### src/rtl/ghffe_pkg.sv
// rtl/ghffe_pkg.sv - shared bin/magnitude widths and peak-picker state encoding
package ghffe_pkg;

  localparam int BIN_ADDR_W = 11;
  localparam int MAG_W      = 16;

  typedef enum logic [1:0] {
    WAIT_START = 2'd0,
    SCAN       = 2'd1,
    REPORT     = 2'd2
  } peak_state_t;

endpackage

### src/rtl/note_stabilizer.sv
// rtl/note_stabilizer.sv - debounces per-frame peaks into a stable note output
module note_stabilizer
  import ghffe_pkg::*;
#(
  parameter int ADDR_W        = BIN_ADDR_W,
  parameter int DATA_W        = MAG_W,
  parameter int STABLE_FRAMES = 3
) (
  input  logic              clk,
  input  logic              reset_n,
  input  logic [ADDR_W-1:0] peak_bin,
  input  logic [DATA_W-1:0] peak_mag,
  input  logic              peak_valid,
  input  logic [DATA_W-1:0] threshold,
  output logic [ADDR_W-1:0] note_bin,
  output logic              note_on,
  output logic              note_change
);

  localparam logic [3:0] FULL = 4'(STABLE_FRAMES);

  logic [ADDR_W-1:0] cand_bin, cand_bin_next, bin_diff;
  logic              cand_silent, cand_silent_next;
  logic              hit, near;
  logic [3:0]        count, count_next, count_inc;

  // A silence candidate never matches a hit; neighbouring bins extend the current candidate.
  always_comb begin
    hit              = peak_mag >= threshold;
    bin_diff         = (peak_bin > cand_bin) ? (peak_bin - cand_bin) : (cand_bin - peak_bin);
    near             = bin_diff <= ADDR_W'(1);
    count_inc        = (count >= FULL) ? FULL : (count + 4'd1);
    cand_bin_next    = cand_bin;
    cand_silent_next = cand_silent;
    count_next       = count_inc;
    if (hit) begin
      if (count == 4'd0 || cand_silent || !near) begin
        cand_bin_next    = peak_bin;
        cand_silent_next = 1'b0;
        count_next       = 4'd1;
      end
    end else if (!cand_silent) begin
      cand_silent_next = 1'b1;
      count_next       = 4'd1;
    end
  end

  always_ff @(posedge clk) begin
    if (!reset_n) begin
      cand_bin    <= '0;
      cand_silent <= 1'b0;
      count       <= 4'd0;
      note_bin    <= '0;
      note_on     <= 1'b0;
      note_change <= 1'b0;
    end else begin
      note_change <= 1'b0;
      if (peak_valid) begin
        cand_bin    <= cand_bin_next;
        cand_silent <= cand_silent_next;
        count       <= count_next;
        if (count_next == FULL) begin
          if (hit && (!note_on || cand_bin_next != note_bin)) begin
            note_on     <= 1'b1;
            note_bin    <= cand_bin_next;
            note_change <= 1'b1;
          end else if (!hit && note_on) begin
            note_on     <= 1'b0;
            note_change <= 1'b1;
          end
        end
      end
    end
  end

endmodule

### src/rtl/fft_peak_detect.sv
// rtl/fft_peak_detect.sv - per-frame in-window peak picker feeding the note stabiliser
module fft_peak_detect
  import ghffe_pkg::*;
#(
  parameter int ADDR_W        = BIN_ADDR_W,
  parameter int DATA_W        = MAG_W,
  parameter int BIN_LO        = 2,
  parameter int BIN_HI        = 1023,
  parameter int STABLE_FRAMES = 3
) (
  input  logic              clk,
  input  logic              reset_n,
  input  logic              hwe,
  input  logic [11:0]       haddr,
  input  logic [DATA_W-1:0] hdata,
  input  logic [DATA_W-1:0] threshold,
  output logic [ADDR_W-1:0] peak_bin,
  output logic [DATA_W-1:0] peak_mag,
  output logic              peak_valid,
  output logic [ADDR_W-1:0] note_bin,
  output logic              note_on,
  output logic              note_change
);

  localparam logic [ADDR_W-1:0] LO   = ADDR_W'(BIN_LO);
  localparam logic [ADDR_W-1:0] HI   = ADDR_W'(BIN_HI);
  localparam logic [ADDR_W-1:0] LAST = '1;

  peak_state_t       state, state_next;
  logic [ADDR_W-1:0] a, exp_addr, exp_next, run_bin, run_bin_next;
  logic [DATA_W-1:0] run_max, run_max_next;
  logic              in_win, fresh, unused_haddr;

  assign a            = haddr[ADDR_W-1:0];
  assign unused_haddr = &{1'b0, haddr};
  assign in_win       = (a >= LO) && (a <= HI);

  always_comb begin
    state_next   = state;
    exp_next     = exp_addr;
    run_max_next = run_max;
    run_bin_next = run_bin;
    // Bin 0 restarts a frame from any state, including REPORT and a broken SCAN.
    fresh        = hwe && (a == '0) && (state != SCAN || a != exp_addr);
    if (state == SCAN && hwe) begin
      if (a != exp_addr) begin
        state_next = WAIT_START;
      end else begin
        exp_next = exp_addr + 1'b1;
        if (in_win && hdata > run_max) begin
          run_max_next = hdata;
          run_bin_next = a;
        end
        if (a == LAST) state_next = REPORT;
      end
    end else if (state == REPORT) begin
      state_next = WAIT_START;
    end
    if (fresh) begin
      state_next   = SCAN;
      exp_next     = ADDR_W'(1);
      run_max_next = in_win ? hdata : '0;
      run_bin_next = '0;
    end
  end

  always_ff @(posedge clk) begin
    if (!reset_n) begin
      state      <= WAIT_START;
      exp_addr   <= '0;
      run_max    <= '0;
      run_bin    <= '0;
      peak_bin   <= '0;
      peak_mag   <= '0;
      peak_valid <= 1'b0;
    end else begin
      state      <= state_next;
      exp_addr   <= exp_next;
      run_max    <= run_max_next;
      run_bin    <= run_bin_next;
      peak_valid <= (state == REPORT);
      if (state == REPORT) begin
        peak_bin <= run_bin;
        peak_mag <= run_max;
      end
    end
  end

  note_stabilizer #(
    .ADDR_W        (ADDR_W),
    .DATA_W        (DATA_W),
    .STABLE_FRAMES (STABLE_FRAMES)
  ) u_stab (
    .clk         (clk),
    .reset_n     (reset_n),
    .peak_bin    (peak_bin),
    .peak_mag    (peak_mag),
    .peak_valid  (peak_valid),
    .threshold   (threshold),
    .note_bin    (note_bin),
    .note_on     (note_on),
    .note_change (note_change)
  );

endmodule

### config.mk
export PLATFORM = sky130hd
export DESIGN_NAME = fft_peak_detect
export DESIGN_NICKNAME = d
export VERILOG_FILES = /design/src/rtl/ghffe_pkg.sv /design/src/rtl/note_stabilizer.sv /design/src/rtl/fft_peak_detect.sv
export SDC_FILE = /design/constraint.sdc
export NUM_CORES = 1
export LEC_CHECK = 0
export CAP_MARGIN = 5
export CELL_PAD_IN_SITES_DETAIL_PLACEMENT = 1
export CELL_PAD_IN_SITES_GLOBAL_PLACEMENT = 2
export CORE_MARGIN = 2
export CORE_UTILIZATION = 30
export CTS_CLUSTER_SIZE = 30
export DETAILED_ROUTE_END_ITERATION = 8
export PLACE_DENSITY_LB_ADDON = 0.2
export SYNTH_ARGS = -nofsm -noshare
export SYNTH_HDL_FRONTEND = slang
export SYNTH_SLANG_ARGS = --single-unit
### constraint.sdc
create_clock -name clk -period 2.7 [get_ports clk]
set_input_delay 0.81 -clock clk [delete_from_list [all_inputs] [get_ports clk]]
set_output_delay 0.81 -clock clk [all_outputs]
set_load 0.02 [all_outputs]
## Word level (Yosys, flattened, before mapping)

Cells that the tools add are included.

- Output and inout port bits: 41
- Register bits: 97
- Word-level logic and storage cells: 97

- $add $sub $neg: 4
- Mux-type cells: 26
- Order comparisons: 7
- Eq/ne operators: 11
- Reduce and logical (&&, ||, !) cells: 32
- Bitwise logic cells: 2

Operator list:

| operator | number |
|---|---|
| $mux W16 | 5 |
| $mux W11 | 3 |
| $ne A11 B11 Y1 | 2 |
| $sub A11 B11 Y11 | 2 |
| $ge A16 B16 Y1 | 1 |
| $gt A16 B16 Y1 | 1 |
| $mux W4 | 4 |
| $reduce_and A3 Y1 | 5 |
| $add A11 B1 Y11 const B | 1 |
| $eq A11 B11 Y1 const B | 1 |
| $ge A11 B2 Y1 const B | 1 |
| $gt A11 B11 Y1 | 1 |
| $le A11 B1 Y1 const B | 1 |
| $le A11 B10 Y1 const B | 1 |
| $logic_not A11 Y1 | 1 |
| $mux W1 | 10 |
| $reduce_and A2 Y1 | 5 |
| $mux W2 | 4 |
| $reduce_bool A2 Y1 | 4 |
| $logic_and A1 B1 Y1 | 7 |
| $add A4 B1 Y4 const B | 1 |
| $eq A4 B2 Y1 const B | 1 |
| $ge A4 B2 Y1 const B | 1 |
| $logic_not A4 Y1 | 1 |
| 11 further kinds | 18 |

## Longest topological paths before layout

Gate-level depths: netlist (run 1).

- Depth after elaboration: 12
- Gate-level depth with buffers: 15
- Depth with buffers taken out: 14

## Modules after synthesis

A second synthesis (run 1) with hierarchy kept.

- Cells, all modules: 833
- Area total of the unflattened synthesis: 6633.9 sq um

Modules (own cells, without submodules):

| module | area an instance (sq um) | cells each | instances |
|---|---|---|---|
| fft_peak_detect | 3320.7 | 392 | 1 |
| note_stabilizer | 3313.2 | 441 | 1 |

## Worst setup path after synthesis (run 1)

No wires, ideal clock.

- Kind: reg-to-reg
- Start point: register peak_bin[0]
- End point: register u_stab.note_bin[0]
- Path slack: -0.319 ns
- Data arrival time: 2.903 ns
- Path buffers: 1
- Stages on the path, launching flop included: 15
- Clock period less this slack: 3.019 ns
- Cell sequence: dfxtp_1 > ha_1 > inv_1 > fa_1 > xor2_1 > nor2_1 > o2111ai_1 > nor4_1 > o2111ai_1 > a211oi_2 > a311o_2 > o2111a_1 > buf_6 > mux2i_1 > nor2b_1

- Cells in the longest elaborated chain, start to end: 11
- Elaborated cells on any way between the ends: 16
- Those cells by class: 2 x add/sub; 2 x order compare; 2 x eq/ne; 5 x mux; 5 x reduce/logical

RTL lines:

| item | line | text |
|---|---|---|
| start, declared | fft_peak_detect.sv:17 | `output logic [ADDR_W-1:0] peak_bin,` |
| start signal, assigned | fft_peak_detect.sv:83 | `peak_bin <= run_bin;` |
| $sub A11 B11 Y11 or $gt A11 B11 Y1 (tied branches) | note_stabilizer.sv:30 | `bin_diff = (peak_bin > cand_bin) ? (peak_bin - cand_bin) : (cand_bin - peak_bin);` |
| $mux W11 | note_stabilizer.sv:30 |  |
| $le A11 B1 Y1 | note_stabilizer.sv:31 | `near = bin_diff <= ADDR_W'(1);` |
| $logic_not A1 Y1 | note_stabilizer.sv:37 | `if (count == 4'd0 \|\| cand_silent \|\| !near) begin` |
| $logic_or A1 B1 Y1 | note_stabilizer.sv:37 |  |
| $mux W11 | note_stabilizer.sv:37 |  |
| $mux W11 | note_stabilizer.sv:36 | `if (hit) begin` |
| $ne A11 B11 Y1 | note_stabilizer.sv:63 | `if (hit && (!note_on \|\| cand_bin_next != note_bin)) begin` |
| $logic_or A1 B1 Y1 | note_stabilizer.sv:63 |  |
| $logic_and A1 B1 Y1 | note_stabilizer.sv:63 |  |
| $reduce_and A3 Y1 (no line) | n/a |  |
| end signal, assigned | note_stabilizer.sv:65 | `note_bin <= cand_bin_next;` |
| end, declared | note_stabilizer.sv:15 | `output logic [ADDR_W-1:0] note_bin,` |

Several ways; a longest one is shown, not always the timed one.
A chain may end at the register's enable or synchronous reset.

## Final worst setup path (run 1)

- Start point: register u_stab.cand_bin[0]
- End point: register u_stab.note_bin[6]

- Cells in the longest elaborated chain, start to end: 11
- Elaborated cells on any way between the ends: 16
- Those cells by class: 2 x add/sub; 2 x order compare; 2 x eq/ne; 5 x mux; 5 x reduce/logical

RTL lines:

| item | line | text |
|---|---|---|
| start, declared | note_stabilizer.sv:22 | `logic [ADDR_W-1:0] cand_bin, cand_bin_next, bin_diff;` |
| start signal, assigned | note_stabilizer.sv:59 | `cand_bin <= cand_bin_next;` |
| $sub A11 B11 Y11 or $gt A11 B11 Y1 (tied branches) | note_stabilizer.sv:30 |  |
| $mux W11 | note_stabilizer.sv:30 |  |
| $le A11 B1 Y1 | note_stabilizer.sv:31 |  |
| $logic_not A1 Y1 | note_stabilizer.sv:37 |  |
| $logic_or A1 B1 Y1 | note_stabilizer.sv:37 |  |
| $mux W11 | note_stabilizer.sv:37 |  |
| $mux W11 | note_stabilizer.sv:36 |  |
| $ne A11 B11 Y1 | note_stabilizer.sv:63 |  |
| $logic_or A1 B1 Y1 | note_stabilizer.sv:63 |  |
| $logic_and A1 B1 Y1 | note_stabilizer.sv:63 |  |
| $reduce_and A3 Y1 (no line) | n/a |  |

Several ways; a longest one is shown, not always the timed one.

==> results by group, run 1 <==
Clock network
  • Clk slew on worst S/H paths: ~70 ps
  • CTS Buf Count: 9
  • H-Tree Depth: 3
  • Clock Path Buffers: 2
  • Clock sinks: 97
  • Clock root cell: clkbuf_16
  • Clk Latency, worst-skew pair: 350 ps
  • CTS tree: done

Setup path
  • Worst path bufs/invs: 3
  • Crit path arrival time: 3450 ps
  • Critical Path Fanout Max: 5
  • WS Path Type: register to register
  • FF-to-FF setup slack: -500 ps
  • CP Cell Sequence: inv_4, ha_4, inv_2, fa_2, xor2_1, nor2_1, o2111ai_2, nor4_2, o2111ai_2, a211oi_2, a311o_2, o2111a_2, buf_12, mux2i_2, nor2b_1
  • CP dominant cell by count: o2111ai_2
  • Crit. End Element: register
  • Required time of the worst setup path: 2950 ps
  • Slowest cell delay on critical path: 360 ps
  • Slowest CP cell: dfxtp_4
  • Top delay family on crit path: compound AO/OA/AOI/OAI gates
  • Startpoint class of the critical path: register

Global routing
  • Total Routing Usage GR: 0.192
  • Largest net degree at the start of global routing: 29
  • Global-route wire length before repair: 33300 microns
  • Vias in the first global route: approximately 6600
  • Global route overflow: 0
  • GRT met2 Usage: 0.343
  • Initial antenna violation count: 0
  • Met3 usage: 0.0280
  • Layer with the highest usage: met2
  • Global Route met1 Usage: 0.238

Routing
  • Vias after detailed routing: just over 6000
  • Total Wirelength: 21200 microns
  • DRT antenna net count: 0
  • Avg WL per Cell: approximately 17 microns
  • 1st-iter DRT viols: 157
  • Drt drc: 0
  • DR vias/cell: about 4.9
  • DRT Pass-1 Iters: 4

Timing
  • Slew HR: 0.680
  • Final period utilization: 1.19
  • Max Clk Rate: 312 MHz
  • Final Hold Fails: 0
  • Slew Viols, Final: 0
  • Final setup violation count: 27
  • Worst-Margin Slew: 477 ps
  • Min Hold Slack: ~450 ps
  • Final worst setup slack: -502 ps
  • Crit path time final: between 3000 and 4000 ps
  • Unrepaired setup endpoints after global routing: true
  • Clock Skew: 5.97 ps

Floorplan
  • Rows: between 50 and 60
  • Core box area: between 20000 and 25000 sq um
  • Die H: ~150 microns
  • Starting density of the core: 0.304
  • Die area: 21600 sq um
  • Io pins: ~90
  • Chip Width: 147 microns

Logic synthesis
  • #FFs+latches synth: 97
  • Post-synth EDFFs: 0
  • Syn Area/Cell: 8.23 sq um
  • Top-area cell type share of the netlist area: 0.317
  • Sequential share of the synthesized area: 0.317
  • Synth area leaders: dfxtp_1 (32%), ha_1 (11%), nand2_1 (5.6%), a21oi_1 (4.7%), mux2i_1 (4.1%)
  • Top-count cell post-synth: dfxtp_1
  • Area leader, netlist: dfxtp_1
  • Main synth FF type: dfxtp_1
  • Yosys cell types: 54
  • Synthesized Nets: between 800 and 900
  • Post-Syn Instances: roughly 750
  • Netlist Area Pre-Place: 6130 sq um
  • Async S/R FF share, synth: 0
  • Yosys warning count: 0
  • Top post-synthesis cells by count: dfxtp_1 (97), nand2_1 (91), inv_1 (62)

Place
  • # port buffers: 86
  • RD Place Congestion: 0.852
  • Dpl hpwl: 16000 microns
  • DP Worst Slack: -1030 ps

Pwr
  • Max VDD drop: roughly 0.30 mV
  • PwrDens: 323 nW/um^2
  • Leak: around 3.8 nW

Layout
  • Seq. cell area: 1980 sq um
  • Multi-input logic area: 4300 sq um
  • Layout cells sized above 1: 0.276
  • Nets@finish: 1056
  • Antenna cells: 0
  • Area delta synth->final: 51.0%
  • Layout fillers: roughly 2400

Run status
  • Outcome: complete, but fails checks
  • Failing checks: setup timing

Job
  • Max Cap Viol: 0

Min path
  • Hold Path Class: register to register
[cells by family after synthesis]
logic type / synth area share
simple gates: 0.203
fa+ha+maj: 0.121
mux: 0.0408
xor+xnor: 0.0685
flops: 0.317
compound gates: 0.183
buf+inv: 0.0675
[power by group]
| part | total, mW | internal (mW) | switching, mW | leakage, nW |
|---|---|---|---|---|
| Sequential | 1.42 | 1.42 | 0.0000528 | 0.790 |
| Combinational | 0.211 | 0.119 | 0.0915 | 2.89 |
| Clock | 1.36 | 0.775 | 0.585 | 0.148 |
[sequential cells by signal, summed over array words and instances (netlist names), 2 cells and up]
signal,flops
exp_addr,11
peak_mag,16
u_stab.note_bin,11
run_max,16
peak_bin,11
u_stab.cand_bin,11
u_stab.count,4
run_bin,11
state,2
[routing by layer]
| layer | vias up | wire [microns] |
|---|---|---|
| met2 | 85 | 10800 |
| met5 | - | 0 |
| met1 | 2944 | 9450 |
| met3 | 28 | 533 |
| met4 | 0 | 425 |
| li1 | 2987 | - |
[cell usage in the layout, fill, tap and decap left out, types with 4 or more instances in the layout]
| cell type | synthesis | layout |
|---|---|---|
| nor4_1 | 9 | 7 |
| dfxtp_4 | 0 | 8 |
| dlymetal6s2s_1 | 0 | 15 |
| dfxtp_1 | 97 | 84 |
| o211ai_1 | 4 | 4 |
| nand2b_1 | 10 | 10 |
| xnor2_1 | 25 | 23 |
| ha_4 | 0 | 12 |
| o21ai_2 | 2 | 6 |
| clkdlybuf4s50_1 | 0 | 65 |
| or3_1 | 5 | 5 |
| ha_1 | 56 | 41 |
| inv_1 | 62 | 58 |
| nor2_1 | 44 | 40 |
| dlygate4sd2_1 | 0 | 4 |
| a21oi_2 | 1 | 23 |
| o21ai_0 | 16 | 11 |
| nand4_1 | 20 | 20 |
| xor2_1 | 23 | 23 |
| and3_1 | 7 | 7 |
| a21boi_0 | 31 | 29 |
| nor3_1 | 8 | 7 |
| a21oi_4 | 0 | 4 |
| mux2i_1 | 25 | 23 |
| clkbuf_16 | 0 | 12 |
| buf_4 | 0 | 131 |
| buf_12 | 0 | 6 |
| nor2b_1 | 25 | 24 |
| a21oi_1 | 58 | 32 |
| a21o_1 | 16 | 16 |
| o21a_1 | 8 | 8 |
| nand2_1 | 91 | 87 |
| nor2_4 | 0 | 4 |
| nand3_1 | 23 | 23 |
| dfxtp_2 | 0 | 5 |
[metrics by stage]
step	utilization	power [mW]	setup TNS, ps	std cells	instance area (sq um)
floorplan	-	1.53	-1800	745	6270
global placement	0.409	1.65	-37110	1190	8250
detailed placement	0.409	1.66	-39950	1190	8250
CTS	0.441	3.01	-8320	1218	8900
global route	0.459	3.11	-12960	1226	9260
finish	0.459	2.99	-10050	1226	9260
[cell type report]
cell class	count	area share
clock buffers	12	0.0278
clock inverters	4	0.00527
inverters	62	0.0254
multi-input cells	552	0.464
flip-flops and latches	97	0.214
well taps	270	0.0365
repair buffers	229	0.227
[tightest hold or removal path, stage by stage (launching register included)]
cell and delay (ps):
dfxtp_1 310, nand2_1 50, a21boi_0 60
[path summary, 6_finish.rpt]
path	start	to	depth (start not counted)
max reg2reg	u_stab.cand_bin[0]$_SDFFE_PN0P_	u_stab.note_bin[6]$_SDFFE_PN0P_	15
min reg2reg	run_bin[4]$_SDFFE_PP0P_	peak_bin[4]$_SDFFE_PN0P_	2
max	u_stab.cand_bin[0]$_SDFFE_PN0P_	u_stab.note_bin[6]$_SDFFE_PN0P_	15
min	run_bin[4]$_SDFFE_PP0P_	peak_bin[4]$_SDFFE_PN0P_	2
[what timing repair did]
action                     in CTS  in global routing
setup endpoints to repair      65                 65
resized for setup              58                 58
hold buffers                    0                  0
cloned                          2                  3
buffers inserted               10                  8
pin swaps                      33                 32
(Power assumes the default switching activity.)
==> inputs of run 2 (changes only) <==
--- a/config.mk
+++ b/config.mk
@@ -8,7 +8,6 @@
 export CAP_MARGIN = 5
 export CELL_PAD_IN_SITES_DETAIL_PLACEMENT = 1
 export CELL_PAD_IN_SITES_GLOBAL_PLACEMENT = 2
-export CORE_MARGIN = 2
 export CORE_UTILIZATION = 30
 export CTS_CLUSTER_SIZE = 30
 export DETAILED_ROUTE_END_ITERATION = 8
==> run 2 against run 1 <==
Effect of this change:
- the flow still finishes with violations (setup timing)
- hold slack better by 14 ps
- first-iteration DRC count is 22% lower
- clock skew is 0.75 ps higher
- register-to-register slack improved by 60 ps
- global-route usage increased by 0.34 points
- combinational power about the same
- design area down 0.90%
- power fell by 4.0%
- critical path type unchanged
- cell count grew 0.33%
- clock power is 9% lower
- core utilization up 0.48 points
- flip-flop and latch count is the same
==> results by group, run 2 (synthesized netlist as in run 1, its figures left out) <==
Place
  • DP Worst Slack: -912 ps
  • RD Place Congestion: 0.865
  • # port buffers: 86
  • Placed insts: 1198
  • Dpl hpwl: approximately 17000 microns

Timing
  • Unrepaired setup endpoints after global routing: true
  • Worst-Margin Slew: 494 ps
  • Slew Viols, Final: 0
  • Min Hold Slack: 466 ps
  • Slew HR: 0.671
  • Final period utilization: 1.17
  • Final setup violation count: 26
  • Final worst setup slack: -446 ps
  • Max Clk Rate: 318 MHz
  • Crit path time final: between 3000 and 4000 ps
  • Clock Skew: 6.72 ps
  • Final Hold Fails: 0

Layout
  • Biggest registers after layout: peak_mag: 16 flops, run_max: 16 flops
  • Most frequent cells in the layout: buf_4 (140), nand2_1 (86), dfxtp_1 (85), clkdlybuf4s50_1 (63), inv_1 (57)
  • Finished Layout Cells: roughly 1200
  • Nets@finish: between 1000 and 1500
  • Commonest non-fill, non-tap cell in the layout: buf_4
  • Antenna cells: 0
  • Area delta synth->final: 49.7%
  • Final core occ: 0.464
  • Layout cells sized above 1: 0.279

Clock network
  • H-Tree Depth: 3
  • Clk slew on worst S/H paths: around 70 ps
  • Clock root cell: clkbuf_16
  • CTS tree: done
  • Cts hold-fix bufs: 0
  • Clock sinks: 97
  • Clk Latency, worst-skew pair: 350 ps
  • Clock Path Buffers: 2
  • CTS Buf Count: 9

Floorplan
  • Rows: 51
  • Die H: 145 microns
  • Starting density of the core: 0.310
  • Io pins: 88
  • Die area: 21000 sq um
  • Core box area: 19800 sq um
  • Chip Width: 145 microns

Setup path
  • FF-to-FF setup slack: -450 ps
  • CP Launch Point: u_stab.cand_bin[0]$_SDFFE_PN0P_
  • WS Path Type: register to register
  • Required time of the worst setup path: roughly 2900 ps
  • R2r endpoint: u_stab.note_bin[1]$_SDFFE_PN0P_
  • R2r startpoint: u_stab.cand_bin[0]$_SDFFE_PN0P_
  • Reg2reg path depth: 16
  • Critical Path Fanout Max: 5
  • Crit. End Element: register
  • Crit path arrival time: 3390 ps
  • Startpoint class of the critical path: register

Pwr
  • Clock power frac: 0.431
  • Sw Pwr: 655 uW
  • Flop pwr share: 0.495
  • PwrDens: 313 nW/um^2
  • Switching Share: 0.228
  • Total power: 2.87 mW
  • Max VDD drop: roughly 0.31 mV
  • Leak: 3.85 nW
  • Cell Int Power: ~2.2 mW
  • Comb pwr share: 0.074

Min path
  • Hold Path Class: register to register
  • Worst Hold End: peak_bin[2]$_SDFFE_PN0P_
  • Hold Path Origin: run_bin[2]$_SDFFE_PP0P_
  • Cells on Worst Hold Path: 2

Global routing
  • Vias in the first global route: 6555
  • Global route overflow: 0
  • Total Routing Usage GR: 0.195
  • Global-route wire length before repair: 32700 microns
  • Largest net degree at the start of global routing: 31
  • Initial antenna violation count: 0

Routing
  • Avg WL per Cell: 16.8 microns
  • DRT Pass-1 Iters: 4
  • Vias after detailed routing: 5969
  • Drt drc: 0
  • DRT antenna net count: 0
  • DR vias/cell: 4.85
  • 1st-iter DRT viols: about 120
  • Total Wirelength: 20600 microns

Run status
  • Failing checks: setup timing
  • Outcome: complete, but fails checks

Job
  • Max Cap Viol: 0
-- run 2: area by class of cell --
class | instances | area (sq um)
clock buffers | 11 | 254
clock inverters | 5 | 28.8
fillers | 2294 | 10600
inverters | 62 | 233
multi-input cells | 551 | 4220
flip-flops and latches | 97 | 1970
well taps | 265 | 332
repair buffers | 239 | 2140
-- run 2: timing repair --
item	CTS	global route
resized for setup	45	58
setup endpoints to repair	59	59
buffers inserted	7	7
pin swaps	27	32
gates cloned	0	3
endpoints found under the hold margin	0	0
-- run 2: power by group through the flow --
stage	Clock [mW]	Sequential [mW]	Combinational (mW)
after CTS	1.29	1.42	0.204
after detailed placement	0	1.46	0.199
after global routing	1.34	1.42	0.232
after floorplan	0	1.46	0.0738
after global placement	0	1.46	0.190
final	1.24	1.42	0.212
-- run 2: stage by stage --
stage	cell area, sq um	setup TNS [ps]
finish	9180	-8990
CTS	8840	-8990
detailed placement	8310	-38420
global route	9180	-13480
global placement	8310	-34900
floorplan	6270	-1800
-- run 2: worst max path at each step --
| stage | cells past startpoint | slack (ps) | end |
|---|---|---|---|
| 3_5_place_dp | 12 | -910 | u_stab.cand_bin[1]$_SDFFE_PN0P_ |
| 4_1_cts | 16 | -420 | u_stab.note_bin[3]$_SDFFE_PN0P_ |
| 3_3_place_gp | 12 | -790 | u_stab.cand_bin[0]$_SDFFE_PN0P_ |
| 2_1_floorplan | 15 | -120 | u_stab.note_bin[0]$_SDFFE_PN0P_ |
| 5_1_grt | 16 | -590 | u_stab.note_bin[1]$_SDFFE_PN0P_ |
| 6_report | 16 | -450 | u_stab.note_bin[1]$_SDFFE_PN0P_ |
-- run 2: per-layer routing --
layer	track usage	share of wire	vias up
li1	-	-	2995
met1	0.228	0.45	2856
met2	0.356	0.50	78
met3	0.0226	0.020	40
met4	0.0824	0.029	0
met5	0	0	-
-- run 2: worst max-delay path, cell delays in order, from the launching register on --
cell and delay, ps:
dfxtp_2 340, inv_2 70, ha_4 130, inv_2 40
fa_2 350, xor2_1 170, nor2_1 170, o2111ai_1 160
nor4_2 280, o2111ai_2 170, a211oi_2 170, buf_4 150
a311o_2 140, o2111a_2 270, clkbuf_16 180, mux2i_1 190
nor2b_1 60
==> inputs of run 3 (changes only) <==
--- a/config.mk
+++ b/config.mk
@@ -9,9 +9,11 @@
 export CELL_PAD_IN_SITES_DETAIL_PLACEMENT = 1
 export CELL_PAD_IN_SITES_GLOBAL_PLACEMENT = 2
 export CORE_UTILIZATION = 30
+export CTS_BUF_LIST = sky130_fd_sc_hd__clkbuf_2 sky130_fd_sc_hd__clkbuf_4 sky130_fd_sc_hd__clkbuf_8
 export CTS_CLUSTER_SIZE = 30
 export DETAILED_ROUTE_END_ITERATION = 8
-export PLACE_DENSITY_LB_ADDON = 0.2
+export PLACE_DENSITY = 0.83
+export SLEW_MARGIN = 20
 export SYNTH_ARGS = -nofsm -noshare
 export SYNTH_HDL_FRONTEND = slang
 export SYNTH_SLANG_ARGS = --single-unit
==> run 3 against run 2 <==
Effect of this change:
- the run still ends with setup timing left
- setup slack got worse by 36 ps
- non-clock buffer count decreased by 9
- flip-flop and latch count unchanged
- power decreased by 10%
- design area decreased by 1.5%
- clock skew increased by 3.6 ps
- maximum frequency decreased by 1.1%
- register-to-register slack got worse by 40 ps
- die area unchanged
- via count increased by 0.32%
- core utilization decreased by 0.71 points
- critical path type unchanged
- largest cell class unchanged
- highest routed layer unchanged
==> results by group, run 3 (synthesized netlist as in run 1, its figures left out) <==
Run status
  • Outcome: complete, but fails checks
  • Failing checks: setup timing

Clock network
  • Clk slew on worst S/H paths: 100 ps
  • Clock sinks: a little under 100
  • CTS tree: done
  • H-Tree Depth: 3
  • Clock root cell: clkbuf_8
  • Clock Path Buffers: 2
  • Clk Latency, worst-skew pair: 380 ps
  • CTS Buf Count: 9
  • Cts hold-fix bufs: 0

Timing
  • Slew HR: 0.687
  • Clock Skew: 10.4 ps
  • Unrepaired setup endpoints after global routing: true
  • Final Hold Fails: 0
  • Max Clk Rate: 314 MHz
  • Crit path time final: about 3200 ps
  • Final setup violation count: 26
  • Final period utilization: 1.18
  • Slew Viols, Final: 0
  • Final worst setup slack: -482 ps
  • Worst-Margin Slew: 468 ps

Setup path
  • WS Path Type: register to register
  • R2r endpoint: u_stab.note_on$_SDFFE_PN0P_
  • FF-to-FF setup slack: -480 ps
  • Crit. End Element: register
  • Startpoint class of the critical path: register
  • Critical Path Fanout Max: 5
  • R2r startpoint: u_stab.cand_bin[0]$_SDFFE_PN0P_
  • Required time of the worst setup path: between 2000 and 3000 ps
  • Reg2reg path depth: 16
  • Crit path arrival time: 3460 ps

Floorplan
  • Io pins: 88
  • Die H: 145 microns
  • Die area: ~21000 sq um
  • Core box area: 19800 sq um
  • Chip Width: roughly 140 microns
  • Starting density of the core: 0.310
  • Rows: 51

Routing
  • 1st-iter DRT viols: 213
  • Drt drc: 0
  • Total Wirelength: 20600 microns
  • DRT antenna net count: 0
  • Avg WL per Cell: between 15 and 20 microns
  • Vias after detailed routing: 5988
  • DR vias/cell: 4.90
  • DRT Pass-1 Iters: 4

Global routing
  • Total Routing Usage GR: 0.200
  • Vias in the first global route: 6267
  • Initial antenna violation count: 0
  • Global route overflow: 0
  • Global-route wire length before repair: 33600 microns
  • Largest net degree at the start of global routing: 38

Place
  • Placed insts: 1192
  • # port buffers: 86
  • Dpl hpwl: 15600 microns
  • RD Place Congestion: 0.842
  • DP Worst Slack: -955 ps

Layout
  • Antenna cells: 0
  • Nets@finish: around 1100
  • Biggest registers after layout: peak_mag: 16 flops, run_max: 16 flops
  • Finished Layout Cells: 1221
  • Layout cells sized above 1: 0.275
  • Commonest non-fill, non-tap cell in the layout: buf_4
  • Most frequent cells in the layout: buf_4 (131), nand2_1 (88), dfxtp_1 (84), clkdlybuf4s50_1 (69), inv_1 (57)
  • Area delta synth->final: 47.4%

Pwr
  • PwrDens: 285 nW/um^2
  • Total power: 2.58 mW
  • Leak: 3.72 nW
  • Max VDD drop: 0.189 mV

Min path
  • Hold Path Class: register to register
  • Hold Path Origin: run_bin[9]$_SDFFE_PP0P_
  • Worst Hold End: peak_bin[9]$_SDFFE_PN0P_
  • Cells on Worst Hold Path: 2

Job
  • Max Cap Viol: 0
-- run 3: timing repair --
action                     in CTS  in global routing
setup buffers                  13                  2
pin swaps                      46                 23
setup endpoints to repair      51                 65
gates resized for setup        59                 50
gates cloned                    2                  1
-- run 3: worst max-delay path by stage --
stage / cells past startpoint / slack, ps / startpoint / end
4_1_cts: 16 / -400 / u_stab.cand_bin[0]$_SDFFE_PN0P_ / u_stab.note_bin[3]$_SDFFE_PN0P_
2_1_floorplan: 15 / -120 / u_stab.cand_bin[0]$_SDFFE_PN0P_ / u_stab.note_bin[0]$_SDFFE_PN0P_
3_3_place_gp: 12 / -830 / threshold[0] / u_stab.cand_bin[0]$_SDFFE_PN0P_
6_report: 16 / -480 / u_stab.cand_bin[0]$_SDFFE_PN0P_ / u_stab.note_on$_SDFFE_PN0P_
5_1_grt: 16 / -640 / u_stab.cand_bin[0]$_SDFFE_PN0P_ / u_stab.note_on$_SDFFE_PN0P_
3_5_place_dp: 12 / -950 / threshold[0] / u_stab.cand_bin[9]$_SDFFE_PN0P_
-- run 3: worst max-delay path: stages, from the launching register on --
cell,delay [ps]
dfxtp_4,380
inv_4,60
ha_4,130
inv_2,40
fa_2,350
a21o_1,200
nand4_1,100
buf_4,130
nand2_4,60
a21oi_4,180
or3_1,150
a211oi_2,90
buf_4,160
a311oi_4,440
mux2i_1,310
o311a_4,240
o31ai_2,60
-- run 3: per-layer routing --
layer	global-route usage	up-vias	wire length (microns)
met5	0	-	0
met4	0.0644	0	316
met3	0.0211	20	347
met2	0.353	68	10400
met1	0.253	2927	9530
li1	-	2973	-
-- run 3: layout make-up --
class                           count  area [sq um]
Clock buffer                       13           173
Clock inverter                      3          23.8
Fill cell                        2335         10700
Inverter                           62           235
Multi-Input combinational cell    551          4230
Sequential cell                    97          1980
Tap cell                          265           332
Timing Repair Buffer              230          2070
-- run 3: power by group --
part / leakage, nW / switching [mW] / internal (mW)
logic: 2.84 / 0.0856 / 0.111
registers: 0.790 / 0.0000581 / 1.42
clock network: 0.0953 / 0.536 / 0.423
-- run 3: through the flow --
stage                     TNS (ps)  hold slack [ps]   util  instance area (sq um)
final                        -9110              458  0.457                   9040
after global routing        -13130              492  0.457                   9040
after CTS                    -8160              462  0.449                   8890
after detailed placement    -38780              455  0.419                   8290
after global placement      -35570              451  0.419                   8290
after floorplan              -1800              430      -                   6270
